==> src/rtl/time_entry_pkg.sv <==
// Shared definitions for the BCD time-entry block.
//   - FSM state encoding (S_IDLE / S_EDIT / S_COMMIT)
//   - per-digit limits for MM:SS BCD digits
//   - one-hot cursor constants (CUR_MM_T selects value[15:12])
//   - digit_limit(): limit of digit index 0..3 (0 = seconds units)
package time_entry_pkg;

  typedef enum logic [1:0] {
    S_IDLE   = 2'd0,
    S_EDIT   = 2'd1,
    S_COMMIT = 2'd2
  } state_t;

  localparam logic [3:0] TENS_MAX  = 4'd5;
  localparam logic [3:0] UNITS_MAX = 4'd9;

  localparam logic [3:0] CUR_MM_T = 4'b1000;
  localparam logic [3:0] CUR_MM_U = 4'b0100;
  localparam logic [3:0] CUR_SS_T = 4'b0010;
  localparam logic [3:0] CUR_SS_U = 4'b0001;

  // Odd digit indices (1 = sec tens, 3 = min tens) are tens digits.
  function automatic logic [3:0] digit_limit(input int idx);
    return (idx % 2 == 1) ? TENS_MAX : UNITS_MAX;
  endfunction

endpackage

==> src/rtl/btn_debounce.sv <==
// Push-button conditioner: 2-FF synchroniser, debounce counter, rising-edge detect.
// Ports:
//   clk    in  system clock
//   reset  in  asynchronous, active-high reset (level returns to released)
//   raw    in  raw asynchronous button input
//   level  out debounced button level
//   press  out one-cycle pulse when level rises
// The counter tracks consecutive synchronised samples that differ from the
// stable level; any sample equal to the stable level restarts it.
module btn_debounce #(
  parameter logic [19:0] DB_CYCLES = 20'd50000,
  parameter int          DB_W      = 20
) (
  input  logic clk,
  input  logic reset,
  input  logic raw,
  output logic level,
  output logic press
);

  localparam logic [DB_W-1:0] DB_LAST = DB_W'(DB_CYCLES - 20'd1);

  logic            sync1_reg;
  logic            sync2_reg;
  logic [DB_W-1:0] cnt_reg;
  logic            level_reg;
  logic            press_reg;

  always_ff @(posedge clk or posedge reset) begin
    if (reset) begin
      sync1_reg <= 1'b0;
      sync2_reg <= 1'b0;
      cnt_reg   <= '0;
      level_reg <= 1'b0;
      press_reg <= 1'b0;
    end else begin
      sync1_reg <= raw;
      sync2_reg <= sync1_reg;
      press_reg <= 1'b0;
      if (sync2_reg == level_reg) begin
        cnt_reg <= '0;
      end else if (cnt_reg == DB_LAST) begin
        // DB_CYCLES-th differing sample: accept the new level
        cnt_reg   <= '0;
        level_reg <= sync2_reg;
        press_reg <= sync2_reg;
      end else begin
        cnt_reg <= cnt_reg + 1'b1;
      end
    end
  end

  assign level = level_reg;
  assign press = press_reg;

endmodule

==> src/rtl/bcd_time_entry.sv <==
// Five-button editor for a 4-digit BCD MM:SS value.
// Ports:
//   clk, reset          system clock, asynchronous active-high reset
//   enable              mode switch; rising edge starts an edit, low aborts
//   btn_up/down/left/right/center   raw push buttons (center = commit)
//   load_value[15:0]    value captured (with invalid digits cleared) on edit start
//   value[15:0]         value being edited
//   cursor[3:0]         one-hot selected digit, 4'b1000 = value[15:12]
//   editing             high while in EDIT
//   finish              one-cycle commit pulse, value valid in that cycle
// Optional feature: define TIME_ENTRY_AUTOREPEAT_EN to auto-repeat up/down
// every RPT_CYCLES while the button stays held in EDIT.
module bcd_time_entry
  import time_entry_pkg::*;
#(
  parameter logic [19:0] DB_CYCLES  = 20'd50000,
  parameter int          DB_W       = 20
`ifdef TIME_ENTRY_AUTOREPEAT_EN
  ,
  parameter logic [23:0] RPT_CYCLES = 24'd5000000
`endif
) (
  input  logic        clk,
  input  logic        reset,
  input  logic        enable,
  input  logic        btn_up,
  input  logic        btn_down,
  input  logic        btn_left,
  input  logic        btn_right,
  input  logic        btn_center,
  input  logic [15:0] load_value,
  output logic [15:0] value,
  output logic [3:0]  cursor,
  output logic        editing,
  output logic        finish
);

  // Button index map: 0 right, 1 left, 2 down, 3 up, 4 center
  logic [4:0] raw_vec;
  logic [4:0] level_vec;
  logic [4:0] press_vec;

  assign raw_vec = {btn_center, btn_up, btn_down, btn_left, btn_right};

  generate
    for (genvar gi = 0; gi < 5; gi++) begin : g_btn
      btn_debounce #(.DB_CYCLES(DB_CYCLES), .DB_W(DB_W)) u_db (
        .clk   (clk),
        .reset (reset),
        .raw   (raw_vec[gi]),
        .level (level_vec[gi]),
        .press (press_vec[gi])
      );
    end
  endgenerate

  state_t      state_reg;
  logic [15:0] value_reg;
  logic [3:0]  cursor_reg;
  logic        editing_reg;
  logic        finish_reg;
  logic        enable_d_reg;

  logic up_evt;
  logic down_evt;

`ifdef TIME_ENTRY_AUTOREPEAT_EN
  localparam logic [23:0] RPT_LAST = RPT_CYCLES - 24'd1;
  logic [23:0] rpt_cnt_reg;
  logic        rpt_step;

  always_ff @(posedge clk or posedge reset) begin
    if (reset) begin
      rpt_cnt_reg <= '0;
    end else if (state_reg == S_EDIT && (level_vec[3] || level_vec[2])) begin
      rpt_cnt_reg <= (rpt_cnt_reg == RPT_LAST) ? 24'd0 : rpt_cnt_reg + 24'd1;
    end else begin
      rpt_cnt_reg <= '0;
    end
  end

  assign rpt_step = (rpt_cnt_reg == RPT_LAST);
  assign up_evt   = press_vec[3] | (rpt_step & level_vec[3]);
  assign down_evt = press_vec[2] | (rpt_step & level_vec[2]);
`else
  assign up_evt   = press_vec[3];
  assign down_evt = press_vec[2];
`endif

  // Levels are only consumed by the auto-repeat logic.
  logic unused_levels;
  assign unused_levels = ^level_vec;

  // Per-digit incremented, decremented and sanitised candidates.
  logic [15:0] value_up;
  logic [15:0] value_dn;
  logic [15:0] load_clean;

  generate
    for (genvar gi = 0; gi < 4; gi++) begin : g_digit
      localparam logic [3:0] LIM = digit_limit(gi);
      logic [3:0] d;
      logic [3:0] l;
      assign d = value_reg[4*gi +: 4];
      assign l = load_value[4*gi +: 4];
      assign value_up[4*gi +: 4]   = !cursor_reg[gi] ? d : ((d >= LIM) ? 4'd0 : d + 4'd1);
      assign value_dn[4*gi +: 4]   = !cursor_reg[gi] ? d : ((d == 4'd0) ? LIM : d - 4'd1);
      assign load_clean[4*gi +: 4] = (l > LIM) ? 4'd0 : l;
    end
  endgenerate

  always_ff @(posedge clk or posedge reset) begin
    if (reset) begin
      state_reg    <= S_IDLE;
      value_reg    <= 16'h0000;
      cursor_reg   <= CUR_MM_T;
      editing_reg  <= 1'b0;
      finish_reg   <= 1'b0;
      enable_d_reg <= 1'b0;
    end else begin
      enable_d_reg <= enable;
      finish_reg   <= 1'b0;
      case (state_reg)
        S_IDLE: begin
          editing_reg <= 1'b0;
          if (enable && !enable_d_reg) begin
            state_reg   <= S_EDIT;
            editing_reg <= 1'b1;
            value_reg   <= load_clean;
            cursor_reg  <= CUR_MM_T;
          end
        end
        S_EDIT: begin
          if (!enable) begin
            state_reg   <= S_IDLE;
            editing_reg <= 1'b0;
          end else if (press_vec[4]) begin
            state_reg   <= S_COMMIT;
            editing_reg <= 1'b0;
            finish_reg  <= 1'b1;
          end else if (up_evt) begin
            value_reg <= value_up;
          end else if (down_evt) begin
            value_reg <= value_dn;
          end else if (press_vec[1]) begin
            cursor_reg <= {cursor_reg[2:0], cursor_reg[3]};
          end else if (press_vec[0]) begin
            cursor_reg <= {cursor_reg[0], cursor_reg[3:1]};
          end
        end
        S_COMMIT: begin
          // enable_d_reg is updated here too, so an edge in this cycle is consumed
          state_reg   <= S_IDLE;
          editing_reg <= 1'b0;
        end
        default: begin
          state_reg   <= S_IDLE;
          editing_reg <= 1'b0;
        end
      endcase
    end
  end

  assign value   = value_reg;
  assign cursor  = cursor_reg;
  assign editing = editing_reg;
  assign finish  = finish_reg;

endmodule

==> config.mk <==
export PLATFORM = sky130hd
export DESIGN_NAME = bcd_time_entry
export DESIGN_NICKNAME = d
export VERILOG_FILES = /design/src/rtl/time_entry_pkg.sv /design/src/rtl/btn_debounce.sv /design/src/rtl/bcd_time_entry.sv
export SDC_FILE = /design/constraint.sdc
export NUM_CORES = 1
export LEC_CHECK = 0
export CORE_MARGIN = 4
export CORE_UTILIZATION = 40
export CTS_BUF_LIST = sky130_fd_sc_hd__clkbuf_4 sky130_fd_sc_hd__clkbuf_8
export DETAILED_ROUTE_END_ITERATION = 8
export GPL_TIMING_DRIVEN = 1
export PLACE_DENSITY = 0.65
export RECOVER_POWER = 25
export SETUP_SLACK_MARGIN = 0.3
export SYNTH_ARGS = -nofsm -noshare
export SYNTH_HDL_FRONTEND = slang
export SYNTH_SLANG_ARGS = --single-unit
export TNS_END_PERCENT = 1
==> constraint.sdc <==
create_clock -name clk -period 9.7 [get_ports clk]
set_input_delay 0.97 -clock clk [delete_from_list [all_inputs] [get_ports clk]]
set_output_delay 0.97 -clock clk [all_outputs]
set_load 0.05 [all_outputs]
Word level (Yosys, flattened, before mapping)
Index checks and enable logic that the tools add are counted.
{"block": "word_totals", "out_inout_bits": 22, "inputBits": 24, "ff_bits": 145, "word_cells": 171}
{"block": "classes", "magnitude_cmp": 8, "reduce_logical": 19, "n_eq_ne": 27, "n_addsub": 13, "bitwise": 5, "n_mux": 65}
{"cell": "$mux W20", "count": 10}
{"cell": "$mux W4", "count": 27}
{"cell": "$add A20 B1 Y20 const B", "count": 5}
{"cell": "$eq A20 B16 Y1 const B", "count": 5}
{"cell": "$mux W16", "count": 5}
{"cell": "$reduce_and A7 Y1", "count": 5}
{"cell": "$pmux W16 S2", "count": 1}
{"cell": "$ne A3 B3 Y1 const B", "count": 8}
{"cell": "$add A4 B1 Y4 const B", "count": 4}
{"cell": "$logic_not A4 Y1", "count": 4}
{"cell": "$mux W1", "count": 16}
{"cell": "$sub A4 B1 Y4 const B", "count": 4}
{"cell": "$reduce_and A2 Y1", "count": 6}
{"cell": "$ne A2 B2 Y1 const B", "count": 5}
{"cell": "$ge A4 B3 Y1 const B", "count": 2}
{"cell": "$ge A4 B4 Y1 const B", "count": 2}
{"cell": "$gt A4 B3 Y1 const B", "count": 2}
{"cell": "$gt A4 B4 Y1 const B", "count": 2}
{"cell": "$pmux W4 S2", "count": 1}
{"cell": "$mux W2", "count": 3}
{"cell": "$ne A3 B1 Y1 const B", "count": 2}
{"cell": "$eq A1 B1 Y1", "count": 5}
{"cell": "$not A1 Y1", "count": 5}
{"cell": "$pmux W2 S2", "count": 1}
{"cell": "7 further kinds", "count": 7}

Depth between registers and ports, before layout
Gate-level depths: netlist (run 1).
{"block": "logic_depth", "ltp_word": 8, "ltp_mapped": 8, "mapped_depth_nobuf": 7}

Modules after synthesis
A second synthesis (run 1) with hierarchy kept.
{"block": "unflattened", "cells_unflattened": 819, "hier_area_um2": 8092.8}
{"module": "btn_debounce (g_btn[0].u_db ...)", "instances": 4, "cells_per_inst": 114, "area_per_inst_um2": 1222.4, "seq_area_each_um2": 600.6}
{"module": "bcd_time_entry", "instances": 1, "cells_per_inst": 248, "area_per_inst_um2": 1998.2, "seq_area_each_um2": 626.9}
{"module": "btn_debounce (g_btn[1].u_db)", "instances": 1, "cells_per_inst": 115, "area_per_inst_um2": 1204.9, "seq_area_each_um2": 600.6}

Worst setup path before layout (run 1)
Ideal clock, no wire load.
{"block": "synth_timing", "path_type": "register to register", "start": "register value_reg[1], in the netlist value[1]", "end": "register value_reg[3], in the netlist value[3]", "setup_ns": 0.080, "arrival_ns": 2.078, "t_required_ns": 9.620, "path_buffers": 0, "period_less_slack_ns": 2.157, "slack_ns": 7.543, "path_stages_with_launch": 8, "cell_sequence": "dfrtp_1 > inv_1 > ha_1 > or3b_2 > mux2i_1 > a32oi_1 > a21boi_0 > a2bb2oi_1"}
{"block": "synth_via", "elab_chain_len": 8, "elab_cells_between_ends": 13, "classes_between": "2 x add/sub; 1 x order compare; 9 x mux; 1 x reduce/logical"}
{"item": "start, declared", "line_no": "bcd_time_entry.sv:58", "text": "logic [15:0] value_reg;"}
{"item": "start signal, assigned", "line_no": "bcd_time_entry.sv:129", "text": "value_reg <= load_clean;"}
{"item": "start signal, assigned", "line_no": "bcd_time_entry.sv:142", "text": "value_reg <= value_up;"}
{"item": "start signal, assigned", "line_no": "bcd_time_entry.sv:144", "text": "value_reg <= value_dn;"}
{"item": "$sub A4 B1 Y4 or $logic_not A4 Y1 (tied branches)", "line_no": "bcd_time_entry.sv:107", "text": "assign value_dn[4*gi +: 4] = !cursor_reg[gi] ? d : ((d == 4'd0) ? LIM : d - 4'd1);"}
{"item": "$mux W4 (2 in a row)", "line_no": "bcd_time_entry.sv:107"}
{"item": "$mux W16", "line_no": "bcd_time_entry.sv:143", "text": "end else if (down_evt) begin"}
{"item": "$mux W16 (*)", "line_no": "bcd_time_entry.sv:141", "text": "end else if (up_evt) begin"}
{"item": "$mux W16 (*)", "line_no": "bcd_time_entry.sv:137", "text": "end else if (press_vec[4]) begin"}
{"item": "$mux W16 (*)", "line_no": "bcd_time_entry.sv:134", "text": "if (!enable) begin"}
{"item": "$pmux W16 S2 (*)", "line_no": "bcd_time_entry.sv:123", "text": "case (state_reg)"}
Mark *: on every way between the ends. The rest lies on a longest branch, timed or not. The select of a mux whose other input is x is not followed.
A chain may end at the register's enable or synchronous reset.

==> run_results.csv, run 1 <==
group,metric,value,unit
run_status,status,"finished, violations left",
run_status,violations,"max-capacitance violations, max-slew violations",
sta,slew_viol_final,86,
global_routing,grt.met1_usage,19.9,%
setup_path,cp_max_fo,85,
synthesis,synth_common_cells,"nor2_1, dfrtp_1, xnor2_1",
setup_path,crit_buf_inv,3,
global_routing,met2_usage,22.4,%
route,first_pass_iters,4,
floorplanning,rows,49,
place,place_area,8140,um^2
finish,n_antenna_cell,0,
synthesis,syn_avg_cell_area,9.56,um^2
power_and_ir_drop,p_int,967,uW
finish,multiInputGateArea,3640,um^2
global_routing,grt_overflow,0,
setup_path,timing.rr.start,"g_btn[3].u_db.press",
power_and_ir_drop,combinationalPowerShare,18.4,%
sta,finalCritPeriodShare,41.1,%
sta,layout_min_cycle_time,3.99,ns
floorplanning,die_w,145,um
floorplanning,io_pins,46,
synthesis,synth_area_leaders,"dfrtp_1, nor2_1, xnor2_1, xor2_1, ha_1",
clock_tree,cts_hold_buffers,0,
global_routing,grt_start_max_net_pins,86,
finish,drive_gt1_share,6.06,%
finish,final_nets,870,
worst_hold_path,hold_path.class,"flop to flop",
floorplanning,initial_core_util,41.3,%
clock_tree,cts_tree,"built",
floorplanning,fp.coreArea,18200,um^2
setup_path,slowest_delay,2.05,ns
sta,setup_ws,5.71,ns
synthesis,yosys.area.top_type_share,47.9,%
job,maxCapViolCount,1,
setup_path,crit_start,"reset",
power_and_ir_drop,p_sw,434,uW
global_routing,first_global_vias,5374,
sta,finalSetupViolCount,0,
sta,slew_headroom,-145,%
global_routing,grt_pass1_wl,25600,um
clock_tree,cts_resized,0,
sta,finalHoldViolCount,0,
synthesis,syn_area,7520,um^2
route,routed-via-count,5639,
clock_tree,clockBufferDepth,2,
sta,fin_skew,0.0100,ns
clock_tree,cts_setup_buffers,0,
sta,tns,0,ns
route,wl_per_cell,13.8,um
setup_path,crit_chain,"dlygate4sd3_1 > clkinvlp_2 > buf_4",
worst_hold_path,min_from,"g_btn[1].u_db.sync1_reg",
power_and_ir_drop,power_frac_seq,48.3,%
synthesis,async_flop_share,100,%
synthesis,seq_area_frac_synth,48.3,%
clock_tree,clk_pin_slew,0.07,ns
route,drc,0,
place,dp_slack,6.82,ns
global_routing,antenna_found_initial,0,
power_and_ir_drop,power_density,164,nW/um^2
clock_tree,cts_root_buffer,"clkbuf_8",
route,wirelength,14800,um
floorplanning,die_area,21100,um^2
global_routing,use_met3,3.24,%
floorplanning,die_h,145,um
sta,worstMarginPinSlew,3.65,ns
setup_path,cp_data_required_time,10.19,ns
route,drtAntennaViolNets,0,
power_and_ir_drop,p_leak,3.53,nW
clock_tree,cts.sinks,145,
route,drtIter0Drc,323,
setup_path,crit_path_top_delay_cell,"clkinvlp_2",
power_and_ir_drop,peakVddDrop,0.0000854,V
place,portBuffers,45,
finish,nFillCells,1732,
clock_tree,numCtsBuffers,17,
sta,fmax,251,MHz
setup_path,crit_type,"input port to async pin",
route,viasPerCell,5.27,
synthesis,ys_types,60,
power_and_ir_drop,p_sw_share,31.0,%
setup_path,startpoint_type,"input port",
finish,area_growth,13.3,%
synthesis,synthCells,787,
synthesis,ys.flop_type,"dfrtp_1",
power_and_ir_drop,power_frac_clock,33.4,%
finish,ff_latch_area,3630,um^2
global_routing,grtUsageTotal,14.4,%
setup_path,end_kind,"async pin",
clock_tree,clk_latency,0.45,ns
synthesis,synth.largest_area_cell,"dfrtp_1",
sta,rsz0062_at_grt,"false",
synthesis,synth_fp_nets,829,
global_routing,top_usage_layer,"met2",
clock_tree,cts-htree-levels,4,
place,dpl.hpwl,10200,um
setup_path,cp_top_family,"buffers and inverters",
synthesis,ys_seq_elements,145,
synthesis,synth_edf_count,0,
finish,layout.cell_area.non_filler,8530,um^2
synthesis,yosysMostFrequentCell,"nor2_1",
place,place_congestion,0.806,
setup_path,crit_arrival,4.48,ns
synthesis,ys_warn_count,0,
finish,largest_reg_flops,100,
-- path summary, 6_finish.rpt --
path / to / slack [ns] / cells past startpoint
worst max-delay path: g_btn[0].u_db.level / 5.71 / 3
worst min-delay path: g_btn[1].u_db.sync2_reg / 0.35 / 0
worst max register to register: value[10] / 7.39 / 5
worst min register to register: g_btn[1].u_db.sync2_reg / 0.35 / 0
max in group clk: value[3] / 6.84 / 1
min in group asynchronous: g_btn[1].u_db.cnt_reg[3] / 2.05 / 2
-- stage by stage --
stage	total power, mW	util, %	cells	hold WS (ns)
2_1_floorplan	0.866	-	787	0.331
3_3_place_gp	0.944	44.7	1038	0.333
3_5_place_dp	0.947	44.7	1038	0.338
4_1_cts	1.42	46.8	1070	0.356
5_1_grt	1.48	46.8	1070	0.358
6_report	1.40	46.8	1070	0.353
-- layout make-up --
type                            count  area share [%]
Timing Repair Buffer               47            5.46
Clock buffer                       19            2.99
Inverter                           29            1.29
Multi-Input combinational cell    588            42.7
Tap cell                          229            3.36
Sequential cell                   145            42.6
Clock inverter                     13            1.61
-- power by group through the flow --
stage | combinational (mW) | clock [mW] | sequential [mW]
floorplan | 0.137 | 0 | 0.729
finish | 0.257 | 0.467 | 0.676
detailed placement | 0.259 | 0 | 0.687
CTS | 0.261 | 0.484 | 0.675
global route | 0.283 | 0.512 | 0.682
global placement | 0.258 | 0 | 0.687
-- cell usage in the layout, fill, tap and decap left out, types with 3 or more instances in the layout --
cell             netlist  final
nor2_1               146    146
dfrtp_1              144    144
xnor2_1               52     52
xor2_1                45     45
nand2_1               43     43
nand3_1               38     38
clkdlybuf4s50_1        0     38
inv_1                 29     28
nand4_1               28     28
nor3_1                25     25
a21oi_1               20     20
o21ai_0               18     18
ha_1                  18     18
clkbuf_8               0     18
nor4_1                17     17
and3_1                15     15
a31oi_1               12     12
nand2b_1              11     11
mux2i_1                8      8
nor3b_1                8      8
nor4b_1                7      7
a211oi_1               7      7
o31ai_1                7      7
and4_1                 7      7
dlygate4sd3_1          0      7
nor2b_1                5      5
mux2_2                 5      5
clkinv_2               0      4
a21o_1                 3      3
a311oi_1               3      3
clkinv_4               0      3
clkinvlp_4             0      3
-- cells by family after synthesis --
group	count (synthesis)	share of synthesized area, %
xor+xnor	97	11.3
simple gates	373	24.9
flops	145	48.3
buf+inv	54	3.34
fa+ha+maj	18	2.99
compound gates	87	7.42
mux	13	1.81
-- routing by layer --
| metal | wire (um) | up-vias |
|---|---|---|
| met5 | 0 | - |
| met2 | 6520 | 87 |
| li1 | - | 2813 |
| met1 | 7530 | 2722 |
| met4 | 225 | 0 |
| met3 | 483 | 17 |
(Power assumes the default switching activity.)
==> run 2, diff against run 1 <==
clock period = 3.85 ns   (was 9.7 ns; I/O delays follow)
==> run 2 against run 1 <==
Net effect: global-route usage rose by 0.17 points; final cell count grew 0.28%; core utilization increased by 0.39 points; via count fell by 0.51%; the flow still finishes with violations (max-capacitance violations, max-slew violations); die area stayed put; clock skew grew 0.0023 ns; flip-flop and latch count stayed put; critical endpoint is now value[3]; first-iteration DRC count shrank 19%; routed wire length is essentially flat.
==> run_results.csv, run 2 (synthesis results as in run 1) <==
group,metric,value,unit
finish,multiInputGateArea,3640,um^2
power_and_ir_drop,p_leak,3.57,nW
sta,worstMarginPinSlew,2.04,ns
sta,setup_ws,1.58,ns
finish,final_common_cell,"nor2_1",
finish,drive_gt1_share,6.40,%
finish,nFillCells,1698,
finish,area_growth,14.3,%
sta,tns,0,ns
setup_path,cp.depth,1,
setup_path,timing.rr.start,"g_btn[3].u_db.cnt_reg[4]",
clock_tree,numCtsBuffers,17,
place,dp_slack,1.61,ns
setup_path,crit_start,"value[3]",
clock_tree,cts.sinks,145,
sta,finalCritPeriodShare,59.1,%
sta,slew_viol_final,46,
global_routing,grt_pass1_wl,26200,um
floorplanning,io_pins,46,
global_routing,grt_start_max_net_pins,48,
place,place_congestion,0.796,
clock_tree,cts_hold_buffers,0,
route,drtAntennaViolNets,0,
clock_tree,clk_pin_slew,0.08,ns
setup_path,crit_path_top_delay_cell,"clkdlybuf4s50_1",
job,maxCapViolCount,1,
global_routing,grtUsageTotal,14.6,%
setup_path,crit_path_end,"value[3]",
route,wl_per_cell,13.8,um
route,routed-via-count,5610,
global_routing,grt_overflow,0,
finish,final_nets,874,
setup_path,rr_worst_depth,4,
route,wl_met1,7460,um
power_and_ir_drop,peakVddDrop,0.000189,V
run_status,status,"finished, violations left",
sta,layout_min_cycle_time,2.27,ns
clock_tree,cts_root_buffer,"clkbuf_8",
floorplanning,die_h,145,um
sta,rsz0062_at_grt,"false",
place,portBuffers,45,
run_status,violations,"max-capacitance violations, max-slew violations",
place,dpl.hpwl,10300,um
finish,ff_latch_area,3630,um^2
setup_path,crit_chain,"clkdlybuf4s50_1",
sta,fin_skew,0.0123,ns
route,viasPerCell,5.23,
clock_tree,clk_latency,0.44,ns
setup_path,crit_type,"flop to output pin",
setup_path,cp_max_fo,11,
setup_path,end_kind,"output pin",
setup_path,crit_arrival,1.89,ns
floorplanning,rows,49,
floorplanning,die_w,145,um
finish,layout_common_cells,"nor2_1, dfrtp_1, xnor2_1, xor2_1, nand2_1",
sta,fmax,440,MHz
route,highest_layer,"met4",
setup_path,cp_top_family,"buffers and inverters",
clock_tree,cts_tree,"built",
finish,largest_reg_flops,100,
setup_path,r2r_end,"g_btn[3].u_db.cnt_reg[7]",
clock_tree,cts_setup_buffers,0,
route,drc,0,
floorplanning,die_area,21100,um^2
setup_path,r2r_slack,1.71,ns
sta,slew_headroom,-36.7,%
worst_hold_path,hold_path.class,"flop to flop",
power_and_ir_drop,power_density,420,nW/um^2
finish,n_antenna_cell,0,
route,route.met2.wl,6540,um
sta,finalHoldViolCount,0,
route,wirelength,14800,um
clock_tree,cts_resized,0,
global_routing,first_global_vias,5429,
route,routed-wl-met3,582,um
clock_tree,cts-htree-levels,4,
clock_tree,clockBufferDepth,2,
floorplanning,fp.coreArea,18200,um^2
setup_path,slowest_delay,0.89,ns
route,first_pass_iters,4,
floorplanning,initial_core_util,41.3,%
sta,finalSetupViolCount,0,
setup_path,cp_data_required_time,3.46,ns
global_routing,antenna_found_initial,0,
route,drtIter0Drc,262,
setup_path,crit_buf_inv,1,
setup_path,startpoint_type,"flop",
==> run 2: cell types whose count changed in the layout (fill, tap and decap cells not counted) <==
cell,before,now
buf_12,0,1
buf_4,2,5
bufinv_16,2,3
clkbuf_4,1,2
clkbuf_8,18,20
clkinv_2,4,2
clkinv_4,3,1
inv_6,1,0
==> run 2: report_power, final <==
group	total (mW)	internal, mW	switching [mW]
registers	1.70	1.59	0.113
logic	0.655	0.256	0.399
clock network	1.26	0.702	0.553
total	3.61	2.54	1.06
==> run 2: layout make-up <==
cell class                      instances  share of cell area [%]
Multi-Input combinational cell        588                    42.4
Sequential cell                       145                    42.2
Timing Repair Buffer                   51                    5.91
Clock buffer                           22                    3.38
Tap cell                              229                    3.33
Clock inverter                          9                    1.53
Inverter                               29                    1.28
==> run 2: how the worst min path moves through the flow <==
stage	from	end	slack (ns)	depth (start not counted)
finish	g_btn[2].u_db.sync1_reg	g_btn[2].u_db.sync2_reg	0.35	0
global route	g_btn[4].u_db.sync1_reg	g_btn[4].u_db.sync2_reg	0.36	0
CTS	btn_center	g_btn[4].u_db.sync1_reg	0.33	1
detailed placement	g_btn[2].u_db.sync1_reg	g_btn[2].u_db.sync2_reg	0.34	0
global placement	g_btn[2].u_db.sync1_reg	g_btn[2].u_db.sync2_reg	0.33	0
floorplan	g_btn[0].u_db.sync1_reg	g_btn[0].u_db.sync2_reg	0.33	0
==> run 2: metal layers <==
metal / global-route usage [%] / up-vias
met4: 5.46 / 0
met3: 3.21 / 11
li1: - / 2813
met5: 0 / -
met2: 22.5 / 106
met1: 20.3 / 2680
==> run 2: per-stage QoR <==
| stage | instance area (um^2) | util, % | power (mW) | cells | hold WS [ns] |
|---|---|---|---|---|---|
| after CTS | 8600 | 47.2 | 3.67 | 1073 | 0.334 |
| after global placement | 8180 | 44.9 | 2.38 | 1042 | 0.333 |
| final | 8600 | 47.2 | 3.61 | 1073 | 0.348 |
| after detailed placement | 8180 | 44.9 | 2.39 | 1042 | 0.336 |
| after global routing | 8600 | 47.2 | 3.81 | 1073 | 0.361 |
| after floorplan | 7530 | - | 2.18 | 787 | 0.331 |
